==> src/rtl/scytale_encryption_if.sv <==
// Character stream bus for the scytale encryptor: plaintext in, ciphertext out.
// The master side (stimulus / upstream block) drives the plaintext and keys;
// the slave side (the encryptor) drives busy and the ciphertext stream.
interface scytale_encryption_if #(
    parameter int D_WIDTH   = 8,
    parameter int KEY_WIDTH = 8
);
    logic [D_WIDTH-1:0]   data_i;
    logic                 valid_i;
    logic [KEY_WIDTH-1:0] key_N;
    logic [KEY_WIDTH-1:0] key_M;
    logic                 busy;
    logic [D_WIDTH-1:0]   data_o;
    logic                 valid_o;

    modport master (
        output data_i, valid_i, key_N, key_M,
        input  busy, data_o, valid_o
    );

    modport slave (
        input  data_i, valid_i, key_N, key_M,
        output busy, data_o, valid_o
    );
endinterface

==> src/rtl/scytale_encryption.sv <==
// Scytale encryptor. Collects plaintext characters into a buffer until the
// start token arrives, then reads the buffer out column-major (row index runs
// fastest over key_M rows of key_N characters) one character per cycle.
// The read address is tracked incrementally (add key_N per row step, restart
// at the next column on row wrap) so no multiplier or divider sits in the loop.
module scytale_encryption #(
    parameter int                 D_WIDTH                = 8,
    parameter int                 KEY_WIDTH              = 8,
    parameter int                 MAX_NOF_CHARS          = 50,
    parameter logic [D_WIDTH-1:0] START_ENCRYPTION_TOKEN = 8'hFA
) (
    input  logic                  clk,
    input  logic                  rst,
    scytale_encryption_if.slave   bus
);
    localparam int IDX_W = (MAX_NOF_CHARS > 1) ? $clog2(MAX_NOF_CHARS) : 1;
    localparam int CNT_W = $clog2(MAX_NOF_CHARS + 1);
    localparam int L_W   = 2 * KEY_WIDTH;

    localparam logic [CNT_W-1:0] MAX_CNT = CNT_W'(MAX_NOF_CHARS);
    localparam logic [L_W-1:0]   MAX_LEN = L_W'(MAX_NOF_CHARS);

    typedef enum logic {
        COLLECT = 1'b0,
        ENCRYPT = 1'b1
    } state_t;

    state_t               state_q, state_d;
    logic [CNT_W-1:0]     count_q, count_d;
    logic [D_WIDTH-1:0]   buf_q [MAX_NOF_CHARS];
    logic [D_WIDTH-1:0]   buf_d [MAX_NOF_CHARS];
    logic [KEY_WIDTH-1:0] keym_q, keym_d;
    logic [KEY_WIDTH-1:0] keyn_q, keyn_d;
    logic [L_W-1:0]       len_q, len_d;
    logic [KEY_WIDTH-1:0] row_q, row_d;
    logic [KEY_WIDTH-1:0] col_q, col_d;
    logic [L_W-1:0]       pos_q, pos_d;
    logic [L_W-1:0]       emitted_q, emitted_d;
    logic                 busy_q, busy_d;
    logic [D_WIDTH-1:0]   data_q, data_d;
    logic                 valid_q, valid_d;

    assign bus.busy    = busy_q;
    assign bus.data_o  = data_q;
    assign bus.valid_o = valid_q;

    // Next-state and registered-output logic for collection and readout.
    always_comb begin
        state_d   = state_q;
        count_d   = count_q;
        buf_d     = buf_q;
        keym_d    = keym_q;
        keyn_d    = keyn_q;
        len_d     = len_q;
        row_d     = row_q;
        col_d     = col_q;
        pos_d     = pos_q;
        emitted_d = emitted_q;
        busy_d    = busy_q;
        data_d    = '0;
        valid_d   = 1'b0;

        case (state_q)
            COLLECT: begin
                if (bus.valid_i) begin
                    if (bus.data_i == START_ENCRYPTION_TOKEN) begin
                        // Keys are frozen here; later key changes wait for the next token.
                        keym_d    = bus.key_M;
                        keyn_d    = bus.key_N;
                        len_d     = L_W'(bus.key_M) * L_W'(bus.key_N);
                        row_d     = '0;
                        col_d     = '0;
                        pos_d     = '0;
                        emitted_d = '0;
                        busy_d    = 1'b1;
                        state_d   = ENCRYPT;
                    end else if (count_q < MAX_CNT) begin
                        // A full buffer silently drops further characters.
                        buf_d[count_q[IDX_W-1:0]] = bus.data_i;
                        count_d = count_q + CNT_W'(1);
                    end
                end
            end

            ENCRYPT: begin
                if ((len_q != '0) && (len_q <= MAX_LEN) && (emitted_q < len_q)) begin
                    // pos_q < len_q <= MAX_NOF_CHARS, so the low bits address the buffer.
                    data_d    = buf_q[pos_q[IDX_W-1:0]];
                    valid_d   = 1'b1;
                    emitted_d = emitted_q + L_W'(1);
                    if (row_q == keym_q - KEY_WIDTH'(1)) begin
                        row_d = '0;
                        col_d = col_q + KEY_WIDTH'(1);
                        pos_d = L_W'(col_q) + L_W'(1);
                    end else begin
                        row_d = row_q + KEY_WIDTH'(1);
                        pos_d = pos_q + L_W'(keyn_q);
                    end
                end else begin
                    // Done, or keys describe an empty/oversized grid: drop back to collection.
                    state_d = COLLECT;
                    busy_d  = 1'b0;
                    count_d = '0;
                    for (int i = 0; i < MAX_NOF_CHARS; i++) begin
                        buf_d[i] = '0;
                    end
                end
            end

            default: begin
                state_d = COLLECT;
                busy_d  = 1'b0;
            end
        endcase
    end

    // State, buffer and output registers with asynchronous clear.
    always_ff @(posedge clk or posedge rst) begin
        if (rst) begin
            state_q   <= COLLECT;
            count_q   <= '0;
            for (int i = 0; i < MAX_NOF_CHARS; i++) begin
                buf_q[i] <= '0;
            end
            keym_q    <= '0;
            keyn_q    <= '0;
            len_q     <= '0;
            row_q     <= '0;
            col_q     <= '0;
            pos_q     <= '0;
            emitted_q <= '0;
            busy_q    <= 1'b0;
            data_q    <= '0;
            valid_q   <= 1'b0;
        end else begin
            state_q   <= state_d;
            count_q   <= count_d;
            buf_q     <= buf_d;
            keym_q    <= keym_d;
            keyn_q    <= keyn_d;
            len_q     <= len_d;
            row_q     <= row_d;
            col_q     <= col_d;
            pos_q     <= pos_d;
            emitted_q <= emitted_d;
            busy_q    <= busy_d;
            data_q    <= data_d;
            valid_q   <= valid_d;
        end
    end
endmodule

==> src/flat_wrapper.sv <==
// flat-port wrapper written by rule: the top's interface ports become plain ports
module scytale_encryption_flat 
#(
    parameter int                 D_WIDTH                = 8,
    parameter int                 KEY_WIDTH              = 8,
    parameter int                 MAX_NOF_CHARS          = 50,
    parameter logic [D_WIDTH-1:0] START_ENCRYPTION_TOKEN = 8'hFA
)
  (clk, rst, bus_data_i, bus_valid_i, bus_key_N, bus_key_M, bus_busy, bus_data_o, bus_valid_o);
  scytale_encryption_if #(.D_WIDTH(D_WIDTH), .KEY_WIDTH(KEY_WIDTH)) bus_i ();
  input  logic clk;
  input  logic rst;
  input wire logic [$bits(bus_i.data_i)-1:0] bus_data_i;
  input wire logic [$bits(bus_i.valid_i)-1:0] bus_valid_i;
  input wire logic [$bits(bus_i.key_N)-1:0] bus_key_N;
  input wire logic [$bits(bus_i.key_M)-1:0] bus_key_M;
  output wire logic [$bits(bus_i.busy)-1:0] bus_busy;
  output wire logic [$bits(bus_i.data_o)-1:0] bus_data_o;
  output wire logic [$bits(bus_i.valid_o)-1:0] bus_valid_o;
  assign bus_i.data_i = bus_data_i;
  assign bus_i.valid_i = bus_valid_i;
  assign bus_i.key_N = bus_key_N;
  assign bus_i.key_M = bus_key_M;
  assign bus_busy = bus_i.busy;
  assign bus_data_o = bus_i.data_o;
  assign bus_valid_o = bus_i.valid_o;
  scytale_encryption #(.D_WIDTH(D_WIDTH), .KEY_WIDTH(KEY_WIDTH), .MAX_NOF_CHARS(MAX_NOF_CHARS), .START_ENCRYPTION_TOKEN(START_ENCRYPTION_TOKEN)) u_core (.clk(clk), .rst(rst), .bus(bus_i));
endmodule
==> config.mk <==
export PLATFORM = sky130hd
export DESIGN_NAME = scytale_encryption_flat
export DESIGN_NICKNAME = d
export VERILOG_FILES = /design/src/rtl/scytale_encryption_if.sv /design/src/rtl/scytale_encryption.sv /design/src/flat_wrapper.sv
export SDC_FILE = /design/constraint.sdc
export NUM_CORES = 1
export LEC_CHECK = 0
export CORE_AREA = 3 3 217 219
export CTS_BUF_LIST = sky130_fd_sc_hd__clkbuf_4
export DETAILED_ROUTE_END_ITERATION = 12
export DIE_AREA = 0 0 220 222
export GPL_ROUTABILITY_DRIVEN = 0
export PLACE_DENSITY = 0.81
export SETUP_SLACK_MARGIN = 0.05
export SYNTH_ARGS = -nofsm -noshare
export SYNTH_HDL_FRONTEND = slang
export SYNTH_SLANG_ARGS = --single-unit
==> constraint.sdc <==
create_clock -name clk -period 17.5 [get_ports clk]
set_clock_uncertainty 0.1 [all_clocks]
set_input_delay 5.25 -clock clk [delete_from_list [all_inputs] [get_ports clk]]
set_output_delay 5.25 -clock clk [all_outputs]
set_load 0.02 [all_outputs]
**Word level (Yosys, flattened, before mapping)**

Cells that the tools add are included.

- Output and inout bits: 10
- Flip-flop bits (word level): 497
- Logic and storage cells: 139
- Input port bits: 27

- Add/subtract/negate cells: 7
- Mux-type cells: 42
- Bitwise operators: 3
- Multipliers: 1
- Reductions and logical operators: 9
- Eq/ne operators: 9
- Magnitude comparators: 6

Operators by type and width:

| operator | count |
|---|---|
| $mux 400 | 4 |
| $pmux 400 s2 | 1 |
| $bwmux 400 | 1 |
| $mux 8 | 11 |
| $mux 16 | 5 |
| $pmux 16 s2 | 2 |
| $bmux 8 s6 | 1 |
| $demux 8 s6 | 1 |
| $pmux 8 s2 | 2 |
| $mux 6 | 4 |
| $add 16x1->16 const B | 1 |
| $add 16x8->16 | 1 |
| $add 8x1->8 const B | 2 |
| $le 16x6->1 const B | 1 |
| $lt 16x16->1 | 1 |
| $mul 8x8->16 | 1 |
| $reduce_bool 16->1 | 1 |
| $ge 7x7->1 const B | 2 |
| $not 6->7 | 2 |
| $pmux 6 s2 | 1 |
| $ne 2x2->1 const B | 5 |
| $add 8x1->9 const B | 1 |
| $reduce_and 3->1 | 3 |
| $eq 8x8->1 | 1 |
| other kinds (11) | 22 |

**Longest topological paths before layout**

Gate-level depths: netlist of run 1.

- Depth after elaboration: 10
- Depth in mapped cells: 16
- Mapped depth without buffers: 16

**Worst setup path before layout of run 1**

OpenSTA, ideal clock, no wires.

- Path kind: input-to-reg
- From: input bus_key_N[2]
- To: register u_core.len_q[13]
- Stages on the path: 14
- Data arrival time: 8.798 ns
- Path slack: 8.477 ns
- Setup time: 0.125 ns
- Data required time: 17.275 ns
- Path buffers: 0
- Cell sequence: and2_1 -> fa_1 -> fa_1 -> fa_1 -> inv_1 -> fa_1 -> inv_1 -> ha_1 -> or3_1 -> o21ai_0 -> a211oi_1 -> nor3_1 -> xnor2_1 -> mux2_2

- Longest elaborated chain between the ends: 1

RTL lines:

| element | RTL line | source |
|---|---|---|
| from (decl) | flat_wrapper.sv:15 | `input wire logic [$bits(bus_i.key_N)-1:0] bus_key_N;` |
| $mul 8x8->16 | scytale_encryption.sv:70 | `len_d = L_W'(bus.key_M) * L_W'(bus.key_N);` |
| to (signal assigned) | scytale_encryption.sv:141 | `len_q <= len_d;` |
| to (decl) | scytale_encryption.sv:34 | `logic [L_W-1:0] len_q, len_d;` |

No other way between the ends.
A chain may end at the register's enable or synchronous reset.

**Final worst setup path of run 1**

- From: input bus_key_N[2]
- To: register u_core.len_q[14]

The elaborated chain is that of the path after synthesis.

==> impl_metrics.tcl, run 1 <==
set metrics [dict create \
    ys_warn_count 0 \
    cp_max_fo 9 \
    detail_route.wl_per_cell_um 24.89 \
    synth_commonest_cells "dfrtp_1 (483), a22o_1 (386), nor2_1 (107)" \
    cp-start-kind "input port" \
    maxCapViolations 0 \
    setup_viol 0 \
    cts_buffers 131 \
    antenna_left 0 \
    ys_types 80 \
    synth_edf_count 0 \
    drive_gt1_share_pct 18.48 \
    gr-max-usage-layer "met2" \
    seq_area_mm2 0.01210 \
    power_density_mw_per_mm2 142.1 \
    synth_fp_nets 2223 \
    grtUsageMet1_pct 39.29 \
    clockBufferDepth 3 \
    initial_core_util_pct 55.79 \
    worstMarginPinSlew_ns 1.422 \
    drc 0 \
    crit_arrival_ns 9.76 \
    rows 78 \
    gr-total-overflow 0 \
    post_cts_resized 0 \
    final_hold_viol_count 0 \
    cts_root_buffer "clkbuf_4" \
    dr.pass1.iters 5 \
    maxSlewViolCount 0 \
    worstSkewPairLatency_ns 0.97 \
    viasPerCell 6.866 \
    ir_drop_mv 0.06108 \
    clock_sinks 483 \
    fillCellCount 3540 \
    ys_seq_area_share_pct 47.84 \
    cts.clk_slew.worst_paths_ns 0.06 \
    critical_path_class "in2reg" \
    post-dp-hpwl_um 43490 \
    synth_area_mm2 0.02526 \
    cts_setup_buffers 0 \
    synthArstFlopShare_pct 100.0 \
    antenna_found_initial 3 \
    boundaryPins 37 \
    wirelength_um 70480 \
    ys_top_cells_by_area "dfrtp_1 (48%), a22o_1 (13%), mux4_2 (8.6%)" \
    min_path_type "reg2reg" \
    ctsHoldBuffers 0 \
    port-buffer-count 36 \
    min_period_over_period_pct 52.09 \
    cts_tree "built" \
    final.setup.tns_ns 0 \
    yosysMostFrequentCell "dfrtp_1" \
    die_h_um 222 \
    rsz0062_at_grt "no" \
    grtUsageTotal_pct 29.55 \
    cp.required_ns 18.14 \
    synth-seq-cells 483 \
    use_met2_pct 43.24 \
    nets 2264 \
    synthDominantCellAreaShare_pct 47.84 \
    multi_input_area_mm2 0.01210 \
    syn_inst 2098 \
    met3_usage_pct 9.936 \
    grt_pass1_vias 19783 \
    die_w_um 220 \
    cp-end-kind "flop" \
    via_count 19444 \
    synth_ff_type "dfrtp_1" \
    h-tree-depth 4 \
    synth_top_cell_by_area "dfrtp_1" \
    grt_pass1_wl_um 112000 \
    die_area_mm2 0.04884 \
    grt_max_degree 195 \
    slew_headroom_pct 4.860 \
    fmax_ghz 0.1097 \
    area_delta_synth_final_pct 9.028 \
    p_total_uw 3913 \
    period_minus_slack_ns 9.116 \
    postSynthAreaPerCell_um2 12.04 \
    leakage_uw 0.01220 \
    core_mm2 0.04528 \
    status "finished clean" \
    initialDrtViolationCount 2059 \
]
[final timing paths]
check                                                  from                       endpoint  slack [ns]  depth (start not counted)
max                                            bus_key_N[2]   u_core.len_q[14]$_DFFE_PP0P_        8.38                         16
min reg2reg                    u_core.keyn_q[2]$_DFFE_PP0P_   u_core.keyn_q[2]$_DFFE_PP0P_        0.38                          2
max in group asynchronous                               rst  u_core.buf_q[236]$_DFFE_PP0P_       10.24                          4
min in group asynchronous                               rst    u_core.len_q[7]$_DFFE_PP0P_        4.65                          2
max reg2reg                u_core.emitted_q[11]$_DFFE_PP0P_    u_core.buf_q[2]$_DFFE_PP0P_       13.66                          8
min                            u_core.keyn_q[2]$_DFFE_PP0P_   u_core.keyn_q[2]$_DFFE_PP0P_        0.38                          2
[registers in the layout (all words and copies together) (netlist names), 8 cells and up]
name	cells
u_core.buf_q	400
u_core.emitted_q	16
u_core.len_q	16
u_core.bus.data_o	8
u_core.keym_q	8
u_core.row_q	8
[per-layer routing]
metal / wire [µm] / part of all wire (%) / up-vias
li1: - / - / 8093
met4: 3370 / 4.8 / 2
met2: 32230 / 46 / 1246
met3: 7926 / 11 / 239
met1: 26940 / 38 / 9864
met5: 10 / 0.014 / -
[report_power, final]
group          total (µW)  switching [µW]  internal, µW
sequential           1750             257          1490
combinational        1150             593           562
clock                1010             489           518
[metrics by stage]
stage               hold slack (ns)  area, µm²  cells  util, %  setup slack, ns
floorplan                    0.3497      25270   2098        -            5.603
global placement             0.3704      25920   2605    57.24            7.638
detailed placement           0.3740      25920   2605    57.24            7.535
CTS                          0.3911      27530   2828    60.79            8.502
global route                 0.4044      27550   2832    60.83            8.194
finish                       0.3849      27550   2832    60.83            8.384
[layout make-up]
class,count,share of cell area [%]
Clock inverter,37,0.7586
Sequential cell,483,43.92
Multi-Input combinational cell,1362,43.92
Tap cell,600,2.725
Antenna cell,3,0.02725
Clock buffer,186,5.069
Timing Repair Buffer,66,2.276
Inverter,95,1.308
[cells by family (layout without fill, tap and decap cells)]
family	after synthesis	count (layout)	share of synthesized area (%)
AND/OR/NAND/NOR	438	438	8.825
adder cells (fa/ha/maj)	98	98	5.953
multiplexers	142	142	10.40
other	0	3	0
XOR/XNOR	29	29	1.005
buffers and inverters	253	384	4.343
AO/OA/AOI/OAI	655	655	21.64
flip-flops	483	483	47.84
[critical path: stages]
cell and delay, ns:
clkdlybuf4s50_1 0.65, nand2_1 0.14, fa_1 0.53, fa_1 0.55, inv_1 0.05, fa_1 0.49
inv_1 0.05, fa_1 0.47, inv_1 0.04, ha_1 0.31, or3_1 0.31, o21ai_0 0.13
o31ai_1 0.17, o41ai_1 0.36, xnor2_1 0.17, o21ai_0 0.09
[cells in the final DEF (no fill, tap or decap), types with 22 or more instances in the layout]
master	count
ha_1	61
nand3_1	45
clkinv_1	22
xnor2_1	22
and2_1	59
dfrtp_1	480
buf_4	26
a21oi_1	33
a22o_1	386
mux2i_1	43
o21ai_0	66
a21oi_2	37
clkdlybuf4s50_1	36
mux4_2	96
inv_1	93
nor2_1	107
nand2_1	101
clkbuf_4	186
fa_1	37
Note: power is estimated with default switching activity, not from simulation.
==> inputs of run 2 (changes only) <==
Settings changed: PLACE_DENSITY 0.81 to 0.78.
Clock period 17.5 ns to 8.85 ns, I/O delays scaled along.
==> impl_metrics.tcl, run 2 (synthesis results as in run 1) <==
set metrics [dict create \
    status "finished clean" \
    port-buffer-count 36 \
    grt_max_degree 169 \
    setup_viol 0 \
    period_minus_slack_ns 6.418 \
    cts.clk_slew.worst_paths_ns 0.07 \
    cpPeakStageDelay_ns 0.56 \
    leakage_uw 0.01215 \
    nets 2258 \
    gr-total-overflow 0 \
    maxCapViolations 0 \
    top_register "u_core.buf_q" \
    rows 78 \
    cts_buffers 117 \
    cp-end-kind "flop" \
    fmax_ghz 0.1558 \
    path_cells "clkdlybuf4s50_1 > and2_1 > fa_1 > fa_1 > inv_1 > fa_1 > fa_1 > inv_1 > ha_1 > o31ai_1 > a211oi_1 > nor3_1 > xnor2_1 > mux2_2" \
    dr.pass1.iters 5 \
    detail_route.wl_per_cell_um 24.97 \
    die_area_mm2 0.04884 \
    layout_commonest_cell "dfrtp_1" \
    clock_sinks 483 \
    cp_max_fo 9 \
    path_common_cell "fa_1" \
    boundaryPins 37 \
    largest_register_ffs 400 \
    drc 0 \
    placed_cell_area_mm2 0.02600 \
    worstSkewPairLatency_ns 0.94 \
    h-tree-depth 3 \
    drive_gt1_share_pct 17.78 \
    grt_pass1_wl_um 111500 \
    cp_slowest_cell "clkdlybuf4s50_1" \
    viasPerCell 6.724 \
    antenna_left 0 \
    grt_pass1_vias 19729 \
    ctsHoldBuffers 0 \
    area_delta_synth_final_pct 8.865 \
    antenna_found_initial 2 \
    post_cts_resized 0 \
    ir_drop_mv 0.1863 \
    die_w_um 220 \
    power_density_mw_per_mm2 275.8 \
    grtUsageTotal_pct 29.37 \
    finish.utilization_pct 60.74 \
    wirelength_um 70700 \
    initialDrtViolationCount 2019 \
    initial_core_util_pct 55.79 \
    fin_area_mm2 0.02750 \
    clockBufferDepth 3 \
    worstMarginPinSlew_ns 1.382 \
    final.setup.tns_ns 0 \
    cp-start-kind "input port" \
    crit_arrival_ns 7.07 \
    cts_root_buffer "clkbuf_4" \
    min_path_type "reg2reg" \
    slew_headroom_pct 7.546 \
    die_h_um 222 \
    maxSlewViolCount 0 \
    final_hold_viol_count 0 \
    post-dp-hpwl_um 44370 \
    min_period_over_period_pct 72.52 \
    place_inst 2614 \
    core_mm2 0.04528 \
    via_count 19036 \
    critical_path_class "in2reg" \
    top_regs "u_core.buf_q: 400 flops, u_core.emitted_q: 16 flops, u_core.len_q: 16 flops" \
    rrSetupSlack_ns 5.02 \
    cp.required_ns 9.50 \
    final_cell_mix "dfrtp_1 (480), a22o_1 (386), clkbuf_4 (166), nor2_1 (107), nand2_1 (101)" \
    cts_setup_buffers 0 \
    stdcell_count 2831 \
    cts_tree "built" \
    rsz0062_at_grt "no" \
]
==> run 2: changes by cell type in the layout (fill, tap and decap cells not counted), moves of 2 or more <==
cell        previous run  this run
buf_4                 26        34
inv_6                  0         2
clkinv_1              22        36
inv_2                  6         1
clkbuf_4             186       166
clkinvlp_4             4         2
==> run 2: metrics by stage <==
| step | hold WS [ns] | setup slack [ns] | total power [µW] |
|---|---|---|---|
| after floorplan | 0.3497 | -0.4517 | 5014 |
| final | 0.3899 | 2.432 | 7586 |
| after global routing | 0.4038 | 2.258 | 7986 |
| after CTS | 0.3951 | 2.501 | 7566 |
| after global placement | 0.3725 | 1.626 | 5568 |
| after detailed placement | 0.3772 | 1.598 | 5696 |
==> run 2: power breakdown <==
group / switching (µW) / internal, µW
logic: 1160 / 1120
registers: 511 / 2950
clock network: 945 / 902
==> run 2: area by class of cell <==
class | count | area (µm²)
inverters | 95 | 360.3
flip-flops and latches | 483 | 12100
multi-input cells | 1362 | 12100
well taps | 600 | 750.7
clock buffers | 166 | 1246
diodes | 4 | 10.01
repair buffers | 74 | 695.7
fillers | 3601 | 17780
clock inverters | 47 | 246.5
==> run 2: worst paths after layout <==
kind                                                 endpoint  cells past startpoint                        startpoint
worst max-delay path             u_core.len_q[13]$_DFFE_PP0P_                     14                      bus_key_N[2]
worst min-delay path             u_core.buf_q[11]$_DFFE_PP0P_                      1      u_core.buf_q[11]$_DFFE_PP0P_
worst max register to register  u_core.buf_q[386]$_DFFE_PP0P_                      8  u_core.emitted_q[11]$_DFFE_PP0P_
worst min register to register   u_core.buf_q[11]$_DFFE_PP0P_                      1      u_core.buf_q[11]$_DFFE_PP0P_
max in group asynchronous         u_core.pos_q[0]$_DFFE_PP0P_                      4                               rst
min in group asynchronous        u_core.len_q[13]$_DFFE_PP0P_                      2                               rst
==> run 2: metal layers <==
layer	global-route usage (%)	vias up	share of wire, %
met5	0	-	0
met4	14.23	0	4.7
met3	8.620	215	9.7
met2	44.87	1057	47
met1	38.64	9681	39
li1	-	8083	-
==> run 2: critical path, delay by kind of cell <==
kind                       cells  cell delay [ns]
adders and majority gates      5             2.13
AOI/OAI and AO/OA              2             0.75
muxes                          1             0.26
and+or+nand+nor                2             0.53
xor gates and xnor gates       1             0.08
buffers and inverters          3             0.66
==> inputs of run 3 (changes only) <==
Clock period 8.85 ns to 6.35 ns, I/O delays scaled along.
==> impl_metrics.tcl, run 3 (synthesis results as in run 1) <==
set metrics [dict create \
    h-tree-depth 3 \
    crit_arrival_ns 6.29 \
    cts_root_buffer "clkbuf_4" \
    status "finished clean" \
    cts.clk_slew.worst_paths_ns 0.08 \
    port-buffer-count 36 \
    leakage_uw 0.01233 \
    multi_input_area_mm2 0.01210 \
    maxCapViolations 0 \
    nets 2295 \
    p_int_uw 7025 \
    cp_max_fo 5 \
    power.share.clock_pct 24.5 \
    post_cts_resized 0 \
    dr.pass1.iters 6 \
    min_path_type "reg2reg" \
    post-dp-hpwl_um 45470 \
    final_cell_mix "dfrtp_1 (480), a22o_1 (386), clkbuf_4 (170), nor2_1 (107), nand2_1 (101)" \
    cp.required_ns 6.98 \
    fin_area_mm2 0.02776 \
    clock_sinks 483 \
    cts_buffers 121 \
    largest_register_ffs 400 \
    power_density_mw_per_mm2 384.8 \
    power_frac_comb_pct 30.4 \
    clockBufferDepth 3 \
    path_cells "clkdlybuf4s50_1 > nand2_1 > fa_1 > fa_1 > inv_1 > fa_1 > inv_1 > fa_1 > inv_1 > ha_1 > or3_1 > o21ai_0 > o31ai_1 > o41ai_1 > xnor2_1 > o21ai_0" \
    crit_buf_inv 4 \
    cp_top_family "adder cells" \
    fmax_ghz 0.1764 \
    layout_commonest_cell "dfrtp_1" \
    min_period_over_period_pct 89.28 \
    fillCellCount 3535 \
    period_minus_slack_ns 5.669 \
    worstMarginPinSlew_ns 1.359 \
    drive_gt1_share_pct 19.26 \
    power.switching_uw 3656 \
    rows 78 \
    placed_cell_area_mm2 0.02625 \
    gr-total-overflow 0 \
    boundaryPins 37 \
    cp-start-kind "input port" \
    seq_area_mm2 0.01210 \
    grt_pass1_wl_um 113400 \
    switching_share_pct 34.23 \
    place_inst 2647 \
    finish.utilization_pct 61.30 \
    cpPeakStageDelay_ns 0.59 \
    die_h_um 222 \
    final_hold_viol_count 0 \
    viasPerCell 6.771 \
    top_regs "u_core.buf_q: 400 flops, u_core.emitted_q: 16 flops, u_core.len_q: 16 flops" \
    via_count 19346 \
    seqPwrFrac_pct 45.2 \
    grtUsageTotal_pct 29.88 \
    antenna_found_initial 1 \
    wirelength_um 71770 \
    maxSlewViolCount 0 \
    die_w_um 220 \
    rsz0062_at_grt "no" \
    area_delta_synth_final_pct 9.870 \
    die_area_mm2 0.04884 \
    stdcell_count 2857 \
    detail_route.wl_per_cell_um 25.12 \
    ctsHoldBuffers 0 \
    cp_slowest_cell "clkdlybuf4s50_1" \
    grt_pass1_vias 20083 \
    ir_drop_mv 0.2627 \
    initial_core_util_pct 55.79 \
    worstSkewPairLatency_ns 0.93 \
    cts_tree "built" \
    path_common_cell "fa_1" \
    setup_viol 0 \
    critical_path_class "in2reg" \
    top_register "u_core.buf_q" \
    final.setup.tns_ns 0 \
    grt_max_degree 170 \
    initialDrtViolationCount 2247 \
    slew_headroom_pct 9.063 \
    drc 0 \
    cp-end-kind "flop" \
    antenna_left 0 \
    cts_setup_buffers 0 \
    core_mm2 0.04528 \
]
==> run 3: cell types whose count changed in the layout (fill, tap and decap cells not counted) <==
cell        delta
clkinv_1      -12
inv_8          -1
buf_4         +33
clkinv_2       +2
clkbuf_4       +4
clkinvlp_4     -1
bufinv_16      +1
==> run 3: layout make-up <==
cell class	count	share of cell area, %
inverters	95	1.298
flip-flops and latches	483	43.58
multi-input cells	1362	43.58
clock inverters	36	0.8023
well taps	600	2.705
clock buffers	170	4.598
repair buffers	107	3.399
diodes	4	0.03606
==> run 3: worst paths after layout <==
check                                       startpoint                             to  slack [ns]  cells after the start
max                                       bus_key_M[4]   u_core.len_q[14]$_DFFE_PP0P_        0.68                     16
max reg2reg                u_core.len_q[9]$_DFFE_PP0P_  u_core.buf_q[164]$_DFFE_PP0P_        2.42                      9
min in group asynchronous                          rst  u_core.buf_q[321]$_DFFE_PP0P_        1.38                      2
min reg2reg                u_core.buf_q[8]$_DFFE_PP0P_    u_core.buf_q[8]$_DFFE_PP0P_        0.39                      1
max in group asynchronous                          rst   u_core.buf_q[43]$_DFFE_PP0P_        3.49                      3
min                        u_core.buf_q[8]$_DFFE_PP0P_    u_core.buf_q[8]$_DFFE_PP0P_        0.39                      1
==> run 3: metrics by stage <==
stage	setup slack, ns	total power, µW	hold slack, ns
after global routing	0.4355	11240	0.4113
final	0.6805	10680	0.3907
after CTS	0.7485	10650	0.3943
after floorplan	-2.202	6988	0.3497
after detailed placement	-0.1189	7994	0.3716
after global placement	-0.08167	7814	0.3729
==> run 3: metal layers <==
layer	GRT usage (%)	up-vias	part of all wire, %	wire length, µm
li1	-	8144	-	-
met1	39.27	9792	38	27460
met2	44.81	1124	46	32740
met3	8.442	286	9.8	7013
met4	16.85	0	6.4	4561
met5	0	-	0	0
==> run 3: power groups by stage <==
stage               combinational, µW  clock, µW  sequential [µW]
CTS                              3210       2660             4780
detailed placement               3190          0             4810
global placement                 3060          0             4750
floorplan                        2420          0             4560
finish                           3240       2610             4820
global route                     3500       2820             4920
